==> src/rtl/io_pkg.sv <==
// ============================================================================
// io_pkg : shared types and constants for the IO write arbiter.
// Rev 1.0 - initial release
// ============================================================================
`default_nettype none

package io_pkg;

    typedef enum logic [1:0] {
        IDLE  = 2'd0,
        ISSUE = 2'd1,
        WAIT  = 2'd2,
        DONE  = 2'd3
    } io_state_e;

    localparam int   DATA_W_DEF = 64;
    localparam logic REQ_CPU    = 1'b0;
    localparam logic REQ_GAME   = 1'b1;

endpackage

`default_nettype wire

==> src/rtl/rr_arb2.sv <==
// ============================================================================
// rr_arb2 : two-requester round-robin selector (pure combinational).
// Rev 1.0 - initial release
// ============================================================================
`default_nettype none

module rr_arb2 (
    input  logic [1:0] req,
    input  logic       last,
    output logic       gnt_valid,
    output logic       gnt_id
);

    always_comb begin
        gnt_valid = |req;
        // On a tie the requester that did not win last time gets the channel.
        if (&req) begin
            gnt_id = ~last;
        end else begin
            gnt_id = req[1];
        end
    end

endmodule

`default_nettype wire

==> src/rtl/io_write_arbiter.sv <==
// ============================================================================
// io_write_arbiter : two-port round-robin write arbiter in front of an IO bus.
// Optional WAIT timeout enabled by defining IO_ARB_TIMEOUT_EN.
// Rev 1.0 - initial release
// ============================================================================
`default_nettype none

module io_write_arbiter
    import io_pkg::*;
#(
    parameter int DATA_W      = DATA_W_DEF,
    parameter int TIMEOUT_CYC = 1024
) (
    input  logic              clk,
    input  logic              rst_n,
    input  logic [1:0]        req_valid,
    input  logic [DATA_W-1:0] req_data0,
    input  logic [DATA_W-1:0] req_data1,
    output logic [1:0]        req_ready,
    output logic [1:0]        req_done,
    output logic              io_we,
    output logic [DATA_W-1:0] io_wdata,
    input  logic              io_waitrequest,
    output logic              busy,
    output logic              grant_id,
    output logic              err
);

    generate
        if (TIMEOUT_CYC < 1) begin : g_bad_timeout
            $error("io_write_arbiter: TIMEOUT_CYC must be at least 1");
        end
    endgenerate

    io_state_e         state_q, state_d;
    logic [DATA_W-1:0] io_wdata_q, io_wdata_d;
    logic              grant_id_q, grant_id_d;
    logic              last_grant_q, last_grant_d;
    logic              io_we_q, io_we_d;
    logic [1:0]        req_done_q, req_done_d;
    logic              gnt_valid;
    logic              gnt_id;
    logic              accept;
    logic              timeout;

    rr_arb2 u_rr_arb2 (
        .req       (req_valid),
        .last      (last_grant_q),
        .gnt_valid (gnt_valid),
        .gnt_id    (gnt_id)
    );

    assign accept = (state_q == IDLE) && gnt_valid;

    // Ready is combinational from req_valid, so it must be masked while reset is held.
    assign req_ready[REQ_CPU]  = rst_n && accept && (gnt_id == REQ_CPU);
    assign req_ready[REQ_GAME] = rst_n && accept && (gnt_id == REQ_GAME);

`ifdef IO_ARB_TIMEOUT_EN
    localparam int CNT_W = $clog2(TIMEOUT_CYC + 1);

    logic [CNT_W-1:0] wait_cnt_q, wait_cnt_d;
    logic             err_q, err_d;

    assign timeout = (state_q == WAIT) && io_waitrequest
                     && (wait_cnt_q == CNT_W'(TIMEOUT_CYC - 1));

    always_comb begin
        wait_cnt_d = wait_cnt_q;
        err_d      = timeout;
        if (state_q == ISSUE) begin
            wait_cnt_d = '0;
        end else if ((state_q == WAIT) && io_waitrequest && !timeout) begin
            wait_cnt_d = wait_cnt_q + 1'b1;
        end
    end

    always_ff @(posedge clk or negedge rst_n) begin
        if (!rst_n) begin
            wait_cnt_q <= '0;
            err_q      <= 1'b0;
        end else begin
            wait_cnt_q <= wait_cnt_d;
            err_q      <= err_d;
        end
    end

    assign err = err_q;
`else
    assign timeout = 1'b0;
    assign err     = 1'b0;
`endif

    always_comb begin
        state_d      = state_q;
        io_wdata_d   = io_wdata_q;
        grant_id_d   = grant_id_q;
        last_grant_d = last_grant_q;
        io_we_d      = 1'b0;
        req_done_d   = 2'b00;
        case (state_q)
            IDLE: begin
                if (accept) begin
                    state_d      = ISSUE;
                    io_wdata_d   = (gnt_id == REQ_GAME) ? req_data1 : req_data0;
                    grant_id_d   = gnt_id;
                    last_grant_d = gnt_id;
                    io_we_d      = 1'b1;
                end
            end
            ISSUE: begin
                state_d = WAIT;
            end
            WAIT: begin
                if (!io_waitrequest) begin
                    state_d                = DONE;
                    req_done_d[grant_id_q] = 1'b1;
                end else if (timeout) begin
                    state_d = IDLE;
                end
            end
            DONE: begin
                state_d = IDLE;
            end
            default: begin
                state_d = IDLE;
            end
        endcase
    end

    always_ff @(posedge clk or negedge rst_n) begin
        if (!rst_n) begin
            state_q      <= IDLE;
            io_wdata_q   <= '0;
            grant_id_q   <= REQ_CPU;
            last_grant_q <= REQ_GAME;
            io_we_q      <= 1'b0;
            req_done_q   <= 2'b00;
        end else begin
            state_q      <= state_d;
            io_wdata_q   <= io_wdata_d;
            grant_id_q   <= grant_id_d;
            last_grant_q <= last_grant_d;
            io_we_q      <= io_we_d;
            req_done_q   <= req_done_d;
        end
    end

    assign io_we    = io_we_q;
    assign io_wdata = io_wdata_q;
    assign grant_id = grant_id_q;
    assign req_done = req_done_q;
    assign busy     = (state_q != IDLE);

endmodule

`default_nettype wire
==> config.mk <==
export PLATFORM = sky130hd
export DESIGN_NAME = io_write_arbiter
export DESIGN_NICKNAME = d
export VERILOG_FILES = /design/src/rtl/io_pkg.sv /design/src/rtl/rr_arb2.sv /design/src/rtl/io_write_arbiter.sv
export SDC_FILE = /design/constraint.sdc
export NUM_CORES = 1
export LEC_CHECK = 0
export CORE_ASPECT_RATIO = 1.5
export CORE_UTILIZATION = 35
export CTS_CLUSTER_DIAMETER = 40
export CTS_CLUSTER_SIZE = 24
export DETAILED_ROUTE_END_ITERATION = 10
export PLACE_DENSITY = 0.87
export SKIP_CTS_REPAIR_TIMING = 1
export SYNTH_ARGS = -nofsm -noshare
export SYNTH_HDL_FRONTEND = slang
export SYNTH_SLANG_ARGS = --single-unit
==> constraint.sdc <==
create_clock -name clk -period 2.1 [get_ports clk]
set_input_delay 0.42 -clock clk [delete_from_list [all_inputs] [get_ports clk]]
set_output_delay 0.42 -clock clk [all_outputs]
set_load 0.02 [all_outputs]
### Word-level counts from Yosys, hierarchy flattened

Index checks and enable logic that the tools add are counted.

* register bits: 71
* bits of input ports: 133
* output and inout bits: 72
* word-level logic and storage cells: 37

* $lt $le $gt $ge: 2
* eq/ne operators: 5
* multiplexer cells: 11
* bitwise gates (word level): 2
* reduce and logical (&&, ||, !) cells: 11

Operators with widths (number)
* $mux 64: 1
* $mux 2: 4
* $pmux 2 s4: 1
* $reduce_and 2->1: 3
* $logic_and 1x1->1: 5
* $eq 2x2->1 const B: 2
* $mux 1: 4
* $ne 2x2->1 const B: 2
* $eq 2x1->1 const B: 1
* $logic_not 2->1: 1
* $lt 1x2->1 const B: 1
* $not 1->1: 2
* $reduce_bool 2->1: 1
* $reduce_or 2->1: 1
* $demux 1 s1: 1
* $ge 1x1->1 const B: 1

### Logic depth before layout (Yosys ltp)

* depth in word-level cells: 6
* depth in mapped cells: 8
* mapped depth without buffers: 6

### Hierarchy

Synthesis repeated with hierarchy kept, for this count alone.

* cell total of the unflattened synthesis: 311
* area total of the unflattened synthesis: 3343.2 um^2

By module, submodules not included
* io_write_arbiter: instances 1, cells each 309, area an instance 3329.4 um^2, sequential area each 1778.0 um^2
* rr_arb2: instances 1, cells each 2, area an instance 13.8 um^2, sequential area each 0.0 um^2

### Least setup slack after synthesis

OpenSTA, ideal clock, no wires.

* kind: register to output
* from: register state_q[0]
* to: output port req_ready[0]
* data arrival time: 1.216 ns
* required time: 1.680 ns
* path slack: 0.464 ns
* cell stages (with the launch flop): 7
* buffers on the path: 1
* cells stage by stage: dfrtp_1 -> inv_1 -> ha_1 -> o21ai_2 -> inv_2 -> buf_4 -> and3_1

* word-level cells in the longest chain between the ends: 4

Ends and longest elaborated chain
* from (decl): line io_write_arbiter.sv:35 `io_state_e state_q, state_d;`
* from (signal assigned): line io_write_arbiter.sv:140 `state_q <= state_d;`
* $logic_not 2->1: line io_write_arbiter.sv:53 `assign accept = (state_q == IDLE) && gnt_valid;`
* $logic_and 1x1->1: line io_write_arbiter.sv:53
* $logic_and 1x1->1 (2 in a row): line io_write_arbiter.sv:56 `assign req_ready[REQ_CPU] = rst_n && accept && (gnt_id == REQ_CPU);`
* to (decl): line io_write_arbiter.sv:19 `output logic [1:0] req_ready,`

No other way between the ends.

### Worst setup path after layout

* from: input port req_valid[1]
* to: output port req_ready[0]

* word-level cells in the longest chain between the ends: 4
* elaborated cells between the ends (all ways): 7
* those cells by class: 1 x mux; 1 x bitwise; 5 x reduce/logical

Ends and longest elaborated chain
* from (decl): line io_write_arbiter.sv:16 `input logic [1:0] req_valid,`
* $reduce_and 2->1 or $reduce_or 2->1 (tied branches): line rr_arb2.sv:17, rr_arb2.sv:15
* $mux 1 or $logic_and 1x1->1 (tied branches): line rr_arb2.sv:17, io_write_arbiter.sv:53
* $not 1->1 or $logic_and 1x1->1 (tied branches): line io_write_arbiter.sv:56
* $logic_and 1x1->1 (*): line io_write_arbiter.sv:56

Every way passes the cells marked *; elsewhere a longest branch is shown, timed or not.

==> flow_results.org <==
** Global route
- The initial antenna violation count came to 0.
- In the global route stage, overall resource usage came out at 0.2225.
- Largest net degree at the start of global routing :: 66
- Overflow left after global routing :: 0
- The via count of the first global-routing pass is approximately 3,400.
- Global-route wire length before repair :: 16,480 um

** Synthesis
- By count the netlist is led by a21oi_1, dfrtp_1, nand2_1, nor2_1, buf_2.
- Post-synthesis cell type count :: 23
- Post-synthesis cell type with the largest combined area :: dfrtp_1
- The most used flip-flop cell after synthesis is dfrtp_1.
- After synthesis, the share of flip-flops with an asynchronous set or reset is 1.000.
- Top cells by area in the synthesized netlist :: dfrtp_1, a21oi_1, nand2_1
- In the post-synthesis netlist, the cell with the most instances is a21oi_1.
- The Yosys step of the flow raised 0 warnings.
- Gate count after technology mapping :: 379
- Area share of the largest cell type after synthesis :: 0.5364
- Yosys mapped a number of flops with a built-in enable equal to 0.
- The synthesized design contains 71 register bits.
- Of the synthesized area, sequential elements account for 0.5444.
- Post-synth net total :: ~520
- Averaged over all synthesized cells, the footprint is 8.616 um2.
- Cell area after synthesis :: 3266 um2

** Route
- Before antenna repair, the detailed router went through 4 iterations.
- Mean number of vias per cell :: 5.017
- For this block, the via count after detailed routing is 3,447.
- The routed design has 10,600 um of wire.
- Initial detailed-routing violation count :: 153
- Number of antenna-violating nets in the routed design :: 0
- For this run, design rule violations remaining after detail routing come to 0.
- DR WL/cell :: 15.43 um

** Pwr
- Cell leakage power :: between 2 and 2.5 nW
- Total power of the final layout :: 8.137 mW
- In this run the power density over the cells is 1450 nW/um2.
- The worst-case IR drop observed on VDD is 1434 uV.

** Worst setup path
- Cell chain of the critical path :: clkdlybuf4s50_1 -> a21bo_2 -> and3_1 -> dlymetal6s2s_1
- The critical path starts at req_valid[1].
- At the worst endpoint, the arrival time is 1640 ps.
- The startpoint identified for the worst register-to-register timing path is state_q[0].
- Along the worst path, the maximum fanout reaches 4.
- Crit-path max cell delay :: approximately 580 ps
- Critical path capture point type :: output pin
- Critical path's slowest cell :: clkdlybuf4s50_1
- STA puts the critical path data required time at 1680 ps.
- The number of cells on the worst reg-to-reg path is 7.
- By startpoint and endpoint, the worst setup path is classified as primary input to output pin.
- Worst setup SP type :: primary input

** Final layout
- After the last flow step, the layout net total stands at 708.
- In the final layout, the share of cells above drive strength 1 is 0.05026.
- Area delta synth->final :: 71.88%
- The filler cells instantiated in the layout total around 730.
- Number of inserted diodes :: 0
- Measured on the finished design, the core utilization comes to 0.6283.

** Floorplan
- Initial standard-cell utilization of the core :: 0.3655
- The die covers 9729 um2.
- For this design the top-level I/O count stands at 205.
- The die is 120.3 um tall.
- In this run the horizontal extent of the chip is 80.87 um.
- The initialized floorplan defines 42 standard-cell rows.
- The floorplan step defined a core boundary enclosing approximately 9000 um2.

** Clocking
- TritonCTS clock tree :: built
- Worst skew pair latency :: 330 ps
- Total clock sinks :: 71
- Buffers inserted during clock tree synthesis total 9.
- The tree is rooted in a clkbuf_16.
- Clock-pin slew reported for the worst setup and hold paths after clock tree synthesis :: about 60 ps
- In this run the number of H-tree levels came out at 3.
- The longest clock path from root to sink contains 2 buffers.

** Placement
- Summed over all nets, the half-perimeter wirelength after detailed placement is around 7300 um.
- Final RePlAce weighted congestion :: 0.8051
- Port-buffer cells :: 203

** Timing
- Of the available clock period, the critical path in the final layout requires 0.9812.
- Fin crit period :: between 2000 and 2500 ps
- The final hold violation count came to 0.
- Post-Route Skew :: 6.475 ps
- Peak clock frequency supported by timing :: 0.4853 GHz
- Worst slew slack as a fraction of its limit :: 0.5130
- Endpoints failing setup :: 0
- Setup repair after global routing left no endpoint under its margin.
- Final Max Tran Viols :: 0
- For the pin with the worst max-slew slack, the measured transition is 730.4 ps.

** Min path
- Type of the tightest min-delay check :: primary input to asynchronous set/reset pin

** Job
- Max-cap violations in this run came to 0.

** Status
- Outcome :: complete, no violations
## layer usage
| layer | vias up | part of all wire | GRT usage |
|---|---|---|---|
| li1 | 1648 | - | - |
| met1 | 1633 | 0.37 | 0.2413 |
| met2 | 142 | 0.54 | 0.3960 |
| met3 | 24 | 0.065 | 0.05962 |
| met4 | 0 | 0.027 | 0.09375 |
| met5 | - | 0 | 0 |
## path summary, 6_finish.rpt
kind	endpoint	slack, ps
worst max-delay path	req_ready[0]	40
worst min-delay path	io_wdata[30]	130
worst max register to register	io_wdata[24]	270
worst min register to register	req_done[0]	500
max in group asynchronous	io_wdata[58]	1470
min in group clk	req_done[0]	500
## report_power, final
group	internal [mW]	switching [mW]	total, mW
clock network	0.895	0.519	1.41
registers	2.07	0.373	2.44
logic	1.96	2.32	4.28
## metrics by stage
step | cell area [um2] | std cells | setup slack, ps | hold slack, ps | TNS, ps
after floorplan | 3266 | 379 | 463.7 | 124.4 | 0
after global placement | 5310 | 671 | -305.6 | 466.4 | -3112
after detailed placement | 5310 | 671 | -341.2 | 469.8 | -6141
after CTS | 5593 | 687 | -400.9 | 119.0 | -880.5
after global routing | 5613 | 687 | 11.10 | 136.8 | 0
final | 5613 | 687 | 39.45 | 127.0 | 0
## critical path, delay by kind of cell
| family | cells | cell delay, ps |
|---|---|---|
| AO/OA/AOI/OAI | 1 | 270 |
| AND/OR/NAND/NOR | 1 | 180 |
| buffers and inverters | 2 | 780 |
## layout make-up
type | count | area, um2 | area share
clock buffers | 15 | 277.8 | 0.04949
clock inverters | 1 | 5.005 | 0.0008917
flip-flops and latches | 71 | 1778 | 0.3168
repair buffers | 211 | 2097 | 0.3736
inverters | 4 | 15.01 | 0.002675
multi-input cells | 275 | 1303 | 0.2321
well taps | 110 | 137.6 | 0.02452
## logic make-up (layout without fill, tap and decap cells)
| group | count (synthesis) | count (layout) | share of synthesized area |
|---|---|---|---|
| flops | 71 | 71 | 0.5444 |
| compound gates | 136 | 136 | 0.2149 |
| fa+ha+maj | 3 | 3 | 0.01150 |
| simple gates | 134 | 134 | 0.1594 |
| other cells | 1 | 1 | 0.001148 |
| buf+inv | 33 | 231 | 0.06513 |
| mux | 1 | 1 | 0.003448 |
## cells in the final DEF, fill, tap and decap left out, types with 2 or more instances in the layout
master / synthesis / routed
a21oi_1: 130 / 130
and3_1: 2 / 2
buf_4: 8 / 9
clkbuf_1: 4 / 3
clkbuf_16: 0 / 9
clkbuf_8: 0 / 3
clkdlybuf4s50_1: 0 / 199
dfrtp_1: 70 / 70
dlymetal6s2s_1: 0 / 3
ha_1: 3 / 2
inv_1: 3 / 3
nand2_1: 65 / 65
nor2_1: 64 / 64
nor3b_1: 2 / 2
## registers in the layout, summed over array words and instances, names as in the netlist
register and flops:
grant_id 1, io_wdata 64, io_we 1, last_grant_q 1, req_done 2, state_q 2
No activity file was read; power rests on OpenSTA's default activity.
